[src/rtl/act_led_pkg.sv]
// Shared constants and helpers for the activity LED controller.
// Optional build macro: ACT_LED_EVENT_COUNT_EN (per-channel event counters).
package act_led_pkg;

  // Per-channel mode encoding
  localparam logic [1:0] MODE_OFF     = 2'b00;
  localparam logic [1:0] MODE_DIRECT  = 2'b01;
  localparam logic [1:0] MODE_STRETCH = 2'b10;
  localparam logic [1:0] MODE_BLINK   = 2'b11;

  // Event counter width
  localparam int EVT_W = 16;

  // Clock cycles per 1 ms tick, never below 1
  function automatic int ms_div(input int clk_hz);
    int d;
    d = clk_hz / 1000;
    return (d < 1) ? 1 : d;
  endfunction

  // Bits needed to hold 0..max_val, never below 1
  function automatic int cnt_w(input int max_val);
    return (max_val < 1) ? 1 : $clog2(max_val + 1);
  endfunction

endpackage

[src/rtl/activity_led_chan.sv]
// One activity channel: synchroniser, edge detect, hold timer, blink phase,
// mode mux and (with ACT_LED_EVENT_COUNT_EN) a saturating rise counter.
module activity_led_chan
  import act_led_pkg::*;
#(
  parameter int HOLD_MS     = 50,
  parameter int BLINK_MS    = 10,
  parameter int SYNC_STAGES = 2
) (
  input  logic       clk,
  input  logic       rst_n,
  input  logic       act,
  input  logic [1:0] mode,
  input  logic       ms_tick,
  output logic       raw_lit
`ifdef ACT_LED_EVENT_COUNT_EN
  ,
  input  logic             cnt_clr,
  output logic [EVT_W-1:0] evt_cnt
`endif
);

  localparam int HW = cnt_w(HOLD_MS);
  localparam int BW = cnt_w(BLINK_MS - 1);
  localparam logic [HW-1:0] HOLD_LD    = HW'(HOLD_MS);
  localparam logic [BW-1:0] BLINK_LAST = BW'(BLINK_MS - 1);

  logic [SYNC_STAGES-1:0] sync_q;
  logic                   lvl_q;
  logic                   synced;
  logic                   act_edge;
  logic [HW-1:0]          hold_q;
  logic                   hold_active;
  logic [BW-1:0]          bcnt_q;
  logic                   phase_q;

  assign synced      = sync_q[SYNC_STAGES-1];
  assign act_edge    = synced ^ lvl_q;
  assign hold_active = (hold_q != '0);

  // Synchroniser chain plus the edge register (also the DIRECT level source)
  always_ff @(posedge clk or negedge rst_n) begin
    if (!rst_n) begin
      sync_q <= '0;
      lvl_q  <= 1'b0;
    end else begin
      sync_q <= {sync_q[SYNC_STAGES-2:0], act};
      lvl_q  <= synced;
    end
  end

  // Hold timer: any edge reloads (beats a same-cycle tick), ticks count down
  always_ff @(posedge clk or negedge rst_n) begin
    if (!rst_n)
      hold_q <= '0;
    else if (act_edge)
      hold_q <= HOLD_LD;
    else if (ms_tick && hold_active)
      hold_q <= hold_q - HW'(1);
  end

  // Blink phase: starts lit on a fresh hold, flips every BLINK_MS ticks
  always_ff @(posedge clk or negedge rst_n) begin
    if (!rst_n) begin
      phase_q <= 1'b0;
      bcnt_q  <= '0;
    end else if (act_edge && !hold_active) begin
      phase_q <= 1'b1;
      bcnt_q  <= '0;
    end else if (!hold_active) begin
      phase_q <= 1'b0;
      bcnt_q  <= '0;
    end else if (ms_tick) begin
      if (bcnt_q == BLINK_LAST) begin
        bcnt_q  <= '0;
        phase_q <= ~phase_q;
      end else begin
        bcnt_q  <= bcnt_q + BW'(1);
      end
    end
  end

  // Mode mux; mode only selects, it never feeds activity detection
  always_comb begin
    raw_lit = 1'b0;
    case (mode)
      MODE_OFF:     raw_lit = 1'b0;
      MODE_DIRECT:  raw_lit = lvl_q;
      MODE_STRETCH: raw_lit = hold_active;
      MODE_BLINK:   raw_lit = hold_active & phase_q;
      default:      raw_lit = 1'b0;
    endcase
  end

`ifdef ACT_LED_EVENT_COUNT_EN
  // Saturating count of synced rising edges; clear beats a same-cycle rise
  always_ff @(posedge clk or negedge rst_n) begin
    if (!rst_n)
      evt_cnt <= '0;
    else if (cnt_clr)
      evt_cnt <= '0;
    else if (synced && !lvl_q && (evt_cnt != '1))
      evt_cnt <= evt_cnt + EVT_W'(1);
  end
`endif

endmodule

[src/rtl/activity_led_ctrl.sv]
// Board activity LED controller: per-channel logic plus shared ms prescaler,
// PWM brightness gate and registered LED outputs.
// Optional build macro: ACT_LED_EVENT_COUNT_EN adds cnt_sel/cnt_clr/cnt_out.
module activity_led_ctrl
  import act_led_pkg::*;
#(
  parameter int NUM_CH         = 4,
  parameter int CLK_HZ         = 50000000,
  parameter int HOLD_MS        = 50,
  parameter int BLINK_MS       = 10,
  parameter int PWM_BITS       = 8,
  parameter int SYNC_STAGES    = 2,
  parameter int LED_ACTIVE_LOW = 1
) (
  input  logic                  clk_chipset,
  input  logic                  reset_n,
  input  logic [NUM_CH-1:0]     act_in,
  input  logic [2*NUM_CH-1:0]   mode,
  input  logic [PWM_BITS-1:0]   brightness,
  output logic [NUM_CH-1:0]     led
`ifdef ACT_LED_EVENT_COUNT_EN
  ,
  input  logic [cnt_w(NUM_CH-1)-1:0] cnt_sel,
  input  logic                       cnt_clr,
  output logic [EVT_W-1:0]           cnt_out
`endif
);

  localparam int DIV   = ms_div(CLK_HZ);
  localparam int PRE_W = cnt_w(DIV - 1);
  localparam logic [PRE_W-1:0] PRE_LAST = PRE_W'(DIV - 1);
  localparam logic              POL     = (LED_ACTIVE_LOW != 0);
  localparam logic [NUM_CH-1:0] LED_OFF = {NUM_CH{POL}};

  logic [PRE_W-1:0]    presc_q;
  logic                ms_tick;
  logic [PWM_BITS-1:0] pwm_cnt;
  logic [PWM_BITS-1:0] bright_q;
  logic                gate;
  logic [NUM_CH-1:0]   raw_lit;

`ifdef ACT_LED_EVENT_COUNT_EN
  logic [NUM_CH-1:0][EVT_W-1:0] evt_cnt;
`endif

  assign ms_tick = (presc_q == PRE_LAST);

  // 1 ms prescaler shared by all channels
  always_ff @(posedge clk_chipset or negedge reset_n) begin
    if (!reset_n)
      presc_q <= '0;
    else if (ms_tick)
      presc_q <= '0;
    else
      presc_q <= presc_q + PRE_W'(1);
  end

  // Free-running PWM counter; brightness only sampled at period end
  always_ff @(posedge clk_chipset or negedge reset_n) begin
    if (!reset_n) begin
      pwm_cnt  <= '0;
      bright_q <= '0;
    end else begin
      pwm_cnt <= pwm_cnt + PWM_BITS'(1);
      if (pwm_cnt == '1)
        bright_q <= brightness;
    end
  end

  // All-ones is forced fully on so full brightness has no dark slot
  assign gate = (bright_q == '1) || (pwm_cnt < bright_q);

  for (genvar i = 0; i < NUM_CH; i++) begin : g_ch
    activity_led_chan #(
      .HOLD_MS     (HOLD_MS),
      .BLINK_MS    (BLINK_MS),
      .SYNC_STAGES (SYNC_STAGES)
    ) u_chan (
      .clk     (clk_chipset),
      .rst_n   (reset_n),
      .act     (act_in[i]),
      .mode    (mode[2*i +: 2]),
      .ms_tick (ms_tick),
      .raw_lit (raw_lit[i])
`ifdef ACT_LED_EVENT_COUNT_EN
      ,
      .cnt_clr (cnt_clr),
      .evt_cnt (evt_cnt[i])
`endif
    );
  end

  // Registered LED pins with polarity applied
  always_ff @(posedge clk_chipset or negedge reset_n) begin
    if (!reset_n)
      led <= LED_OFF;
    else
      led <= (raw_lit & {NUM_CH{gate}}) ^ LED_OFF;
  end

`ifdef ACT_LED_EVENT_COUNT_EN
  // Registered counter readback; out-of-range selects read zero
  always_ff @(posedge clk_chipset or negedge reset_n) begin
    if (!reset_n)
      cnt_out <= '0;
    else if (32'(cnt_sel) < NUM_CH)
      cnt_out <= evt_cnt[cnt_sel];
    else
      cnt_out <= '0;
  end
`endif

endmodule

[config.mk]
export PLATFORM = sky130hd
export DESIGN_NAME = activity_led_ctrl
export DESIGN_NICKNAME = d
export VERILOG_FILES = /design/src/rtl/act_led_pkg.sv /design/src/rtl/activity_led_chan.sv /design/src/rtl/activity_led_ctrl.sv
export SDC_FILE = /design/constraint.sdc
export NUM_CORES = 1
export LEC_CHECK = 0
export BUFFER_PORTS_ARGS = -buffer_cell sky130_fd_sc_hd__buf_2
export CORE_MARGIN = 5
export CORE_UTILIZATION = 45
export DETAILED_ROUTE_END_ITERATION = 10
export PLACE_DENSITY = 0.68
export SETUP_SLACK_MARGIN = 0.05
export SLEW_MARGIN = 0
export SYNTH_ARGS = -nofsm -noshare
export SYNTH_HDL_FRONTEND = slang
export SYNTH_SLANG_ARGS = --single-unit
[constraint.sdc]
create_clock -name clk_chipset -period 3.27 [get_ports clk_chipset]
set_input_delay 0.654 -clock clk_chipset [delete_from_list [all_inputs] [get_ports clk_chipset]]
set_output_delay 0.654 -clock clk_chipset [all_outputs]
set_load 0.01 [all_outputs]
# Yosys cells after proc, flatten, opt, wreduce, memory -nomap -nowiden
# Index checks and enable logic that the tools add are counted.
word_totals:
  reg_bits: 92
  elab_cells: 150
classes:
  n_addsub: 10
  magnitude_cmp: 1
  n_eq_ne: 27
  n_mux: 45
  bitwise: 14
  n_reduce_logical: 29
ops:
  columns: ["op", "count"]
  rows:
  - ["4-bit 2-to-1 mux", 16]
  - ["6-bit 2-to-1 mux", 8]
  - ["6-bit nonzero test", 4]
  - ["6-bit by 1-bit subtractor with 6-bit output (second input constant)", 4]
  - ["3-bit != test (second input constant)", 7]
  - ["16-bit by 1-bit adder with 16-bit output (second input constant)", 1]
  - ["4-bit by 1-bit adder with 4-bit output (second input constant)", 4]
  - ["16-bit == test (second input constant)", 1]
  - ["2-bit == test (second input constant)", 8]
  - ["4-bit == test (second input constant)", 4]
  - ["8-bit == test (second input constant)", 2]
  - ["1-bit 2-to-1 mux", 16]
  - ["16-bit 2-to-1 mux", 1]
  - ["1-bit case mux with 4 select lines", 4]
  - ["8-bit by 1-bit adder with 8-bit output (second input constant)", 1]
  - ["2-bit by 1-bit == test with 1-bit output (second input constant)", 4]
  - ["1-bit logical AND", 8]
  - ["2-bit zero test", 4]
  - ["8-bit less-than comparator", 1]
  - ["2-bit AND reduction", 4]
  - ["2-bit nonzero test", 4]
  - ["1-bit AND", 4]
  - ["4-bit AND", 1]
  - ["1-bit zero test", 4]
  - ["5 further kinds", 11]

# Longest topological paths before layout
logic_depth:
  depth_word: 5
  ltp_mapped: 8

# Cells and area by module
# Synthesis repeated with hierarchy kept, for this count alone.
hier_totals:
  cells_unflattened: 450
  area_unflattened_um2: 4713.3
by_module_without_submodules:
  columns: ["mod", "n_inst", "cells_each", "area_each_um2", "seq_area_each_um2"]
  rows:
  - ["activity_led_chan", 4, 73, 747.0, 350.3]
  - ["activity_led_ctrl", 1, 158, 1725.4, 905.9]

# Least setup slack after synthesis
# Ideal clock, no wire load.
synth_timing:
  path_kind: "register to register"
  from: "register presc_q[10]"
  to: "register g_ch[3].u_chan.bcnt_q[2]"
  t_arrival_ps: 2286
  t_required_ps: 3192
  setup_slack_ps: 907
  stages_incl_launch_ff: 7
  period_less_slack_ps: 2363
  cell_sequence: "dfrtp_1 or4b_4 or4_4 buf_6 buf_6 or4_1 a21oi_1"
synth_via:
  elab_chain_len: 2
synth_lines:
  columns: ["element", "line_no", "source"]
  rows:
  - ["from (decl)", "activity_led_ctrl.sv:35", "logic [PRE_W-1:0] presc_q;"]
  - ["from (signal assigned)", "activity_led_ctrl.sv:55", "presc_q <= presc_q + PRE_W'(1);"]
  - ["16-bit == test", "activity_led_ctrl.sv:46", "assign ms_tick = (presc_q == PRE_LAST);"]
  - ["3-bit != test (no line)", null, null]
  - ["to (signal assigned)", "activity_led_chan.sv:78", "bcnt_q <= bcnt_q + BW'(1);"]
  - ["to (decl)", "activity_led_chan.sv:34", "logic [BW-1:0] bcnt_q;"]
# Every way passes these cells.
# A chain may end at the register's enable or synchronous reset.

# Worst setup path after layout
layout_timing:
  from: "register presc_q[10]"
  to: "register g_ch[2].u_chan.hold_q[2]"
layout_via:
  elab_chain_len: 3
layout_lines:
  columns: ["element", "line_no", "source"]
  rows:
  - ["16-bit == test", "activity_led_ctrl.sv:46", null]
  - ["1-bit logical AND", "activity_led_chan.sv:58", "else if (ms_tick && hold_active)"]
  - ["2-bit nonzero test (no line)", null, null]
  - ["to (signal assigned)", "activity_led_chan.sv:59", "hold_q <= hold_q - HW'(1);"]
  - ["to (decl)", "activity_led_chan.sv:32", "logic [HW-1:0] hold_q;"]
# Every way passes these cells.

==> results by group <==
Power and ir drop
  • Max VDD drop: 199 uV
  • Leak: 2.24 nW
  • Pwr per Cell Area: 388 mW/mm^2

Floorplan
  • Die span in y: 112 um
  • Core Area: 0.0102 mm^2
  • Site Rows: 37
  • Die Footprint: 0.0125 mm^2
  • Initial Util: 45.7%
  • Number of top-level pins: 26
  • Chip Width: 112 um

Clock tree
  • CTS H-tree lvls: 3
  • # hold bufs at CTS: 0
  • CTS clk-pin slew, worst paths: 0.09 ns
  • CTS Buffer Depth: 2
  • Postcts setup bufs: 0
  • Worst skew pair latency: 0.36 ns
  • CTS tree: yes
  • Resize count post-CTS: 0
  • Sink Count: 92
  • Clock root buffer: clkbuf_8
  • Cts bufs inserted: 9

Global routing
  • First-pass GRT wire length: 15,600 um
  • All-Layer GR Usage: 15.1%
  • Total grt overflow: 0
  • Initial antenna violation count: 0
  • Vias in the first global route: 3,358
  • Largest net degree at the start of global routing: 93

Cells and area
  • Syn-to-layout area delta: 10.5%
  • Non-Filler Instances: 625
  • Fillers: 911
  • Final Cell Area: 0.00514 mm^2
  • Layout cells sized above 1: 13.1%
  • Antenna cells: 0
  • # nets final: 531

Worst hold path
  • Worst hold-check path type: input pin to asynchronous set/reset pin

Timing
  • Final period util: 77.6%
  • Hold Slack: 0.315 ns
  • Final setup viols: 0
  • RSZ-0062 raised after global routing: false
  • Worst Skew: 0.0104 ns
  • Slew Viols, Final: 0
  • Final Hold Viols: 0
  • Max Clock Freq: 394 MHz
  • Final WS setup: 0.731 ns
  • Rel. slew slack: 56.6%
  • Slew @ Worst Pin: 0.646 ns
  • Final min period: 2.54 ns
  • Setup TNS: 0 ns

Placement
  • Post-place instance area: 0.00493 mm^2
  • Routability-driven placement congestion ratio: 0.849
  • Placed Instances: 609
  • Hpwl dp: 6060 um
  • Port Buffer Count: 25
  • Dpl ws: 0.751 ns

Synth
  • Post-Syn Area per Cell: 10.2 um^2
  • Number of synthesized flops with an enable pin: 0
  • Total number of yosys warnings: 0
  • Sequential fraction of the synthesis area: 49.6%
  • Gate Count Post-Synth: 458
  • Area fraction of the dominant cell type after synthesis: 47.4%
  • Largest cells by area after synthesis: dfrtp_1 47%, ha_1 6.7%, o21ai_0 3.4%
  • Syn_nets: 505
  • Netlist Area Pre-Place: 0.00465 mm^2
  • Ys async rst share: 100%
  • #FFs+latches synth: 92
  • Leading area contributor after synthesis: dfrtp_1
  • Synth unique cells: 45
  • Ys flop type: dfrtp_1

Worst setup path
  • Delay of the slowest cell on the worst path: 0.73 ns
  • Worst path top cell family by delay: simple AND/OR/NAND/NOR gates
  • CP Data Required Time: 3.56 ns
  • Buf/Inv on CP: 0
  • Cell Chain, Critical Path: or4b_4 > or4_4 > or4_1 > a21oi_1
  • CP Class: register to register
  • Critical Path AT: 2.83 ns
  • Crit end category: register
  • Slowest CP cell: or4_4
  • Startpoint types: register
  • CP max FO: 45

Drt
  • Antenna viol nets, final: 0
  • DR vias: 3,417
  • Residual DRC: 0
  • Wirelength, routed: 8870 um
  • Router iterations before antenna repair: 4
  • Vias/cell: 5.47
  • Starting DRT DRC Count: 180
  • Drt wl/cell: 14.2 um

Outcome
  • Status: finished, final reports clean

Job
  • Max Cap Viol: 0
[layer usage]
layer	wire (um)	global-route usage (%)	vias up
met1	4310	20.1	1665
li1	-	-	1703
met2	4140	23.7	38
met5	0	0	-
met3	282	3.75	11
met4	138	6.00	0
[cells by family (layout without fill, tap and decap cells)]
logic type / Yosys count / in the layout / synth area share (%)
and+or+nand+nor: 152 / 152 / 18.2
AOI/OAI and AO/OA: 99 / 99 / 13.3
DFF: 92 / 92 / 49.6
muxes: 10 / 10 / 2.37
adders and majority gates: 25 / 25 / 6.73
buffers and inverters: 52 / 83 / 4.57
xor gates and xnor gates: 28 / 28 / 5.27
[area by class of cell]
cell class / count / area [um^2] / share of cell area (%)
Clock buffer: 11 / 141 / 2.75
Timing Repair Buffer: 29 / 170 / 3.31
Clock inverter: 5 / 62.6 / 1.22
Tap cell: 136 / 170 / 3.31
Multi-Input combinational cell: 314 / 2140 / 41.7
Inverter: 38 / 143 / 2.78
Sequential cell: 92 / 2310 / 44.9
[where the power goes]
| group | switching [mW] | internal [mW] |
|---|---|---|
| clock | 0.403 | 0.377 |
| combinational | 0.0423 | 0.0211 |
| sequential | 0.00625 | 1.14 |
| total | 0.452 | 1.54 |
[sequential cells by signal, indices dropped and copies added, names as in the netlist]
register / flops
g_ch.u_chan.sync_q: 8
bright_q: 8
g_ch.u_chan.hold_q: 24
g_ch.u_chan.phase_q: 4
g_ch.u_chan.bcnt_q: 16
presc_q: 16
g_ch.u_chan.lvl_q: 4
pwm_cnt: 8
led: 4
[cells in the mapped netlist (11+ instances only)]
| master | number |
|---|---|
| nor2_1 | 18 |
| xnor2_1 | 14 |
| inv_1 | 38 |
| nand2_1 | 28 |
| or4_1 | 12 |
| a21oi_1 | 27 |
| nand3_1 | 25 |
| ha_1 | 25 |
| xor2_1 | 14 |
| dfrtp_1 | 88 |
| or3_1 | 12 |
| and3_1 | 11 |
| o21ai_0 | 32 |
[stage by stage]
| stage | util (%) | total power, mW |
|---|---|---|
| finish | 50.4 | 1.99 |
| floorplan | - | 1.19 |
| global route | 50.4 | 2.09 |
| detailed placement | 48.4 | 1.24 |
| CTS | 50.4 | 2.03 |
| global placement | 48.4 | 1.24 |
[cells in the final DEF (no fill, tap or decap), drive strengths merged, types with 9 or more instances in the layout]
cell type / count
nor2: 18
nand2: 28
xnor2: 14
nor3: 9
ha: 25
xor2: 14
a21oi: 27
o21ai: 32
nand3: 25
or3: 12
or4: 13
buf: 29
clkbuf: 11
and3: 11
inv: 38
dfrtp: 88
[final timing paths]
check / to / start / slack [ns] / depth (start not counted)
worst max-delay path: g_ch[2].u_chan.hold_q[2]$_DFFE_PN0P_ / presc_q[10]$_DFF_PN0_ / 0.73 / 4
worst min-delay path: g_ch[3].u_chan.sync_q[0]$_DFF_PN0_ / reset_n / 0.32 / 2
worst max register to register: g_ch[2].u_chan.hold_q[2]$_DFFE_PN0P_ / presc_q[10]$_DFF_PN0_ / 0.73 / 4
worst min register to register: g_ch[1].u_chan.sync_q[1]$_DFF_PN0_ / g_ch[1].u_chan.sync_q[0]$_DFF_PN0_ / 0.35 / 0
max in group asynchronous: led[1]$_DFF_PN1_ / reset_n / 2.56 / 2
min in group clk_chipset: g_ch[1].u_chan.sync_q[1]$_DFF_PN0_ / g_ch[1].u_chan.sync_q[0]$_DFF_PN0_ / 0.35 / 0
No activity file was read; power rests on OpenSTA's default activity.
